### config.mk
export PLATFORM = sky130hd
export DESIGN_NAME = sipo_deserializer
export DESIGN_NICKNAME = d
export VERILOG_FILES = /design/src/rtl/sipo_deserializer.sv
export SDC_FILE = /design/constraint.sdc
export NUM_CORES = 1
export LEC_CHECK = 0
export ABC_AREA = 1
export CAP_MARGIN = 30
export CORE_AREA = 2 2 39 41
export CTS_CLUSTER_DIAMETER = 80
export CTS_CLUSTER_SIZE = 12
export DETAILED_ROUTE_END_ITERATION = 10
export DIE_AREA = 0 0 41 43
export HOLD_SLACK_MARGIN = 0.02
export PLACE_DENSITY = 0.73
export SYNTH_ARGS = -nofsm -noshare
export SYNTH_HDL_FRONTEND = slang
export SYNTH_SLANG_ARGS = --single-unit
### constraint.sdc
create_clock -name clk -period 0.9 [get_ports clk]
set_clock_uncertainty 0.05 [all_clocks]
set_input_delay 0.135 -clock clk [delete_from_list [all_inputs] [get_ports clk]]
set_output_delay 0.135 -clock clk [all_outputs]
set_load 0.05 [all_outputs]
### src/rtl/sipo_deserializer.sv
// Serial-in parallel-out deserializer with word framing,
// a one-entry output register and valid/ready handshake.
module sipo_deserializer #(
    parameter int WIDTH     = 4,
    parameter bit MSB_FIRST = 1'b1
) (
    input  logic                     clk,
    input  logic                     reset_n,
    input  logic                     clear,
    input  logic                     serial_in,
    input  logic                     shift_en,
    input  logic                     frame_start,
    input  logic                     out_ready,
    output logic [WIDTH-1:0]         parallel_out,
    output logic                     out_valid,
    output logic                     overrun,
    output logic [$clog2(WIDTH)-1:0] bit_count
);

    localparam int CW = $clog2(WIDTH);
    localparam logic [CW-1:0] LAST = CW'(WIDTH - 1);

    logic [WIDTH-1:0] sr;
    logic [WIDTH-1:0] sr_next;
    logic [CW-1:0]    cnt_eff;
    logic             done;

    // Next shift value, realigned count and word-completion flag
    always_comb begin
        cnt_eff = frame_start ? '0 : bit_count;
        if (MSB_FIRST) begin
            sr_next = {sr[WIDTH-2:0], serial_in};
        end else begin
            sr_next = {serial_in, sr[WIDTH-1:1]};
        end
        done = shift_en && (cnt_eff == LAST);
    end

    // Shift register and position within the current word
    always_ff @(posedge clk or negedge reset_n) begin
        if (!reset_n) begin
            sr        <= '0;
            bit_count <= '0;
        end else if (clear) begin
            sr        <= '0;
            bit_count <= '0;
        end else if (shift_en) begin
            sr        <= sr_next;
            bit_count <= done ? '0 : cnt_eff + CW'(1);
        end else if (frame_start) begin
            bit_count <= '0;
        end
    end

    // Output holding register, handshake and sticky overrun
    always_ff @(posedge clk or negedge reset_n) begin
        if (!reset_n) begin
            parallel_out <= '0;
            out_valid    <= 1'b0;
            overrun      <= 1'b0;
        end else if (clear) begin
            parallel_out <= '0;
            out_valid    <= 1'b0;
            overrun      <= 1'b0;
        end else if (done) begin
            parallel_out <= sr_next;
            out_valid    <= 1'b1;
            if (out_valid && !out_ready) begin
                overrun <= 1'b1;
            end
        end else if (out_ready) begin
            out_valid <= 1'b0;
        end
    end

endmodule

# [After elaboration in Yosys (flattened, before gate mapping)]
# Index checks and enable logic that the tools add are counted.
[classes] add_sub_neg=1 n_mul=0 n_div=0 n_lt_le_gt_ge=0 eq_ne=1 shift=0 n_mux=14 bitwise=0 n_reduce_logical=8
[ops] operator="2-bit 2-to-1 mux" count=4
[ops] operator="4-bit 2-to-1 mux" count=2
[ops] operator="1-bit 2-to-1 mux" count=6
[ops] operator="3-bit 2-to-1 mux" count=2
[ops] operator="2-bit nonzero test" count=3
[ops] operator="3-bit nonzero test" count=1
[ops] operator="2-bit by 1-bit adder with 2-bit output (second input constant)" count=1
[ops] operator="2-bit == test (second input constant)" count=1
[ops] operator="1-bit logical AND" count=2
[ops] operator="2-bit AND reduction" count=1
[ops] operator="1-bit zero test" count=1
[word_totals] reg_bits=11 latchBits=0 mem_bits_rw=0 mem_bits_ro=0 input_bits=7 out_inout_bits=8 wordCells=29 memories=0

# [Logic depth before layout (Yosys ltp)]
[logic_depth] depth_word=6 depth_mapped=5 mapped_depth_nobuf=5

# [Worst setup path before layout]
# No wires, ideal clock.
[synth_timing] path_kind="reg-to-reg" start="register bit_count[0]" end="register parallel_out[0]" setup_time_ns=0.121 arrival_time_ns=1.124 t_required_ns=0.729 slack_ns=-0.395 path_stages_with_launch=5 path_buffers=1 period_less_slack_ns=1.295 path_cell_list="dfrtp_1 -> nand4_2 -> buf_6 -> nand3_1 -> o21ai_2"
[synth_via] elab_chain_len=4
[synth_lines] item="start, declared" line="17" text="output logic [$clog2(WIDTH)-1:0] bit_count"
[synth_lines] item="start signal, assigned" line="49" text="bit_count <= done ? '0 : cnt_eff + CW'(1);"
[synth_lines] item="2-bit 2-to-1 mux"
[synth_lines] item="2-bit == test" line="36" text="done = shift_en && (cnt_eff == LAST);"
[synth_lines] item="1-bit logical AND" line="36"
[synth_lines] item="2-bit nonzero test (no source line)"
[synth_lines] item="end signal, assigned" line="66" text="parallel_out <= sr_next;"
[synth_lines] item="end, declared" line="14" text="output logic [WIDTH-1:0] parallel_out,"
# No other way between the ends.
# A chain may end at the register's enable or synchronous reset.

# [Worst setup path after layout]
[layout_timing] start="register bit_count[0]" end="output bit_count[0]"
# No word-level cell between the ends.

==> reports/metrics.cfg <==
[placed_design]
port_buffers = 14
post-place-ws_ns = -0.351
dp_hpwl_um = 834
gp_congestion = 0.756

[worst_setup_path]
startpoint_type = flip-flop
crit_slowest_cell = dfrtp_2
cp_max_fo = 2
cp.required_ns = 0.71
crit_chain = buf_6, buf_12
max_stage_delay_ns = 0.41
worstPathArrival_ns = 0.94
crit_buf_inv = 2
path_class = flip-flop to output pin
critPathCaptureType = output pin
critPathTopFamily = flip-flops
reg2reg_depth = 4
cp.depth = 2

[drt]
drt_iter0_markers = 8
vias = 507
ant_nets = 0
drc = 0
vias_per_cell = 5.02
routed_wl_um = 1530
routedWlPerCell_um = 15.1
firstDrtPassIters = 4

[sta]
worstMarginPinSlew_ns = 0.308
fin_crit_ns = 1.13
hold_viol_final = 0
period_share_pct = 125
fmax_mhz = 886
setup_viol = 16
final_max_slew_viol_count = 0
rsz0062_at_grt = yes
relSlewSlack_pct = 79.5
worst_slack_ns = -0.228

[floorplanning]
fp.dieH_um = 43
initial_core_util_pct = 33.8
ios = 15
rows = 14
fp.dieW_um = 41
core_area_um2 = 1380
die_area_um2 = 1760

[yosys]
synth_fp_nets = 55
synthesis.instances = 48
syn_avg_cell_area_um2 = 9.75
synthTopCellsByArea = dfrtp_1 59%, nand2_1 8.8%, o21ai_2 7.5%, nand3_1 5.3%, nor2_1 4.0%
ys_ff_latch = 11
ys_types = 13
ys.warnings.count = 0
netlist_area_um2 = 468
synth_top_area_share_pct = 58.8
yosysTopAreaCell = dfrtp_1
ys_seq_area_share_pct = 58.8

[pwr]
leakage_nw = 0.451
ir_drop_mv = 0.623
p_per_area_nw_per_um2 = 1040

[clocking]
cts_hold_buffers = 0
h-tree-depth = 1
cts.path.max_buffers = 2
cts.sinks = 11
cts_root_buf = clkbuf_4
cts_made_buffers = 3
clkTransAtPathRegs_ns = 0.07
clk_latency_ns = 0.27
cts_tree = done

[layout]
nFillCells = 91
syn2layout_area_growth_pct = 110
utilization_pct = 71.2
diodes = 0
nets = 93
drive_gt1_share_pct = 61.2

[global_route]
antenna_found_initial = 0
use_met2_pct = 28.1
grt_pass1_vias = 469
grt_busiest_layer = met2
grt_pass1_wl_um = 1970
grt_max_degree = 12
use_met1_pct = 17.7
grt_usage_pct = 17.9
use_met3_pct = 7.33
grt_overflow_total = 0

[run]
maxCapViolations = 0

[run_status]
status = complete, but fails checks
violations = negative setup slack

[min_path]
holdCritPathClass = primary input to asynchronous set/reset pin

power breakdown:
part / switching (mW) / internal, mW
clock network: 0.167 / 0.172
logic: 0.0895 / 0.0845
registers: 0.00594 / 0.504
total: 0.263 / 0.760
cell type report:
type                    instances  area (µm²)  area share (%)
well taps                      16        20.0            2.03
clock buffers                   4        26.3            2.67
flip-flops and latches         11         279            28.3
inverters                       4        17.5            1.78
multi-input cells              32         225            22.9
repair buffers                 33         409            41.6
repair inverters                1        7.51           0.762
cells by family (layout without fill, tap and decap cells):
logic type	after synthesis	count (layout)	synth area share [%]
simple gates	22	22	20.9
flops	11	11	58.8
compound gates	10	10	14.7
buf+inv	5	42	5.61
routing by layer:
layer / routed length (µm) / up-vias / part of all wire (%)
li1: - / 236 / -
met1: 620 / 243 / 41
met2: 757 / 20 / 50
met3: 82 / 8 / 5.4
met4: 68 / 0 / 4.5
met5: 0 / - / 0
cell usage in the layout (no fill, tap or decap), types with 4 or more instances in the layout:
cell type	count
buf_4	13
nand2_1	9
buf_12	9
dfrtp_1	8
nand3_2	4
o21ai_2	4
clkdlybuf4s50_1	4
buf_6	4
metrics by stage:
step / area, µm² / cells / power, mW / hold WS (ns) / setup TNS, ns
4_1_cts: 900 / 97 / 1.01 / 0.119 / -2.17
6_report: 985 / 101 / 1.02 / 0.118 / -2.51
3_3_place_gp: 793 / 85 / 0.650 / 0.396 / -3.20
3_5_place_dp: 793 / 85 / 0.652 / 0.402 / -3.38
5_1_grt: 985 / 101 / 1.07 / 0.123 / -3.10
2_1_floorplan: 492 / 48 / 0.563 / -0.211 / -1.37
cell usage after synthesis:
library cell	count
o21ai_0	2
nand4_2	1
a21oi_2	1
nand3_1	5
inv_1	3
o21ai_1	1
inv_2	1
nand2_1	11
o21ai_2	4
dfrtp_1	11
buf_6	1
nor2_1	5
a21oi_1	2
state kept, by name, summed over array words and instances (netlist names):
signal        cells
out_valid         1
parallel_out      4
sr                3
bit_count         2
overrun           1
repair_timing:
action,CTS,global route
gates resized for setup,6,10
cloned,1,1
endpoints found under the setup margin,18,19
pin swaps,0,5
setup buffers,7,3
path summary, 6_finish.rpt:
| check | slack [ns] | to | start |
|---|---|---|---|
| setup / recovery | -0.23 | bit_count[0] | bit_count[0] |
| hold / removal | 0.12 | parallel_out[3] | reset_n |
| setup reg to reg | -0.21 | parallel_out[1] | bit_count[1] |
| hold reg to reg | 0.45 | sr[0] | sr[0] |
| max in group asynchronous | 0.52 | out_valid | reset_n |
| min in group clk | 0.27 | bit_count[0] | shift_en |
No activity file was read; power rests on OpenSTA's default activity.
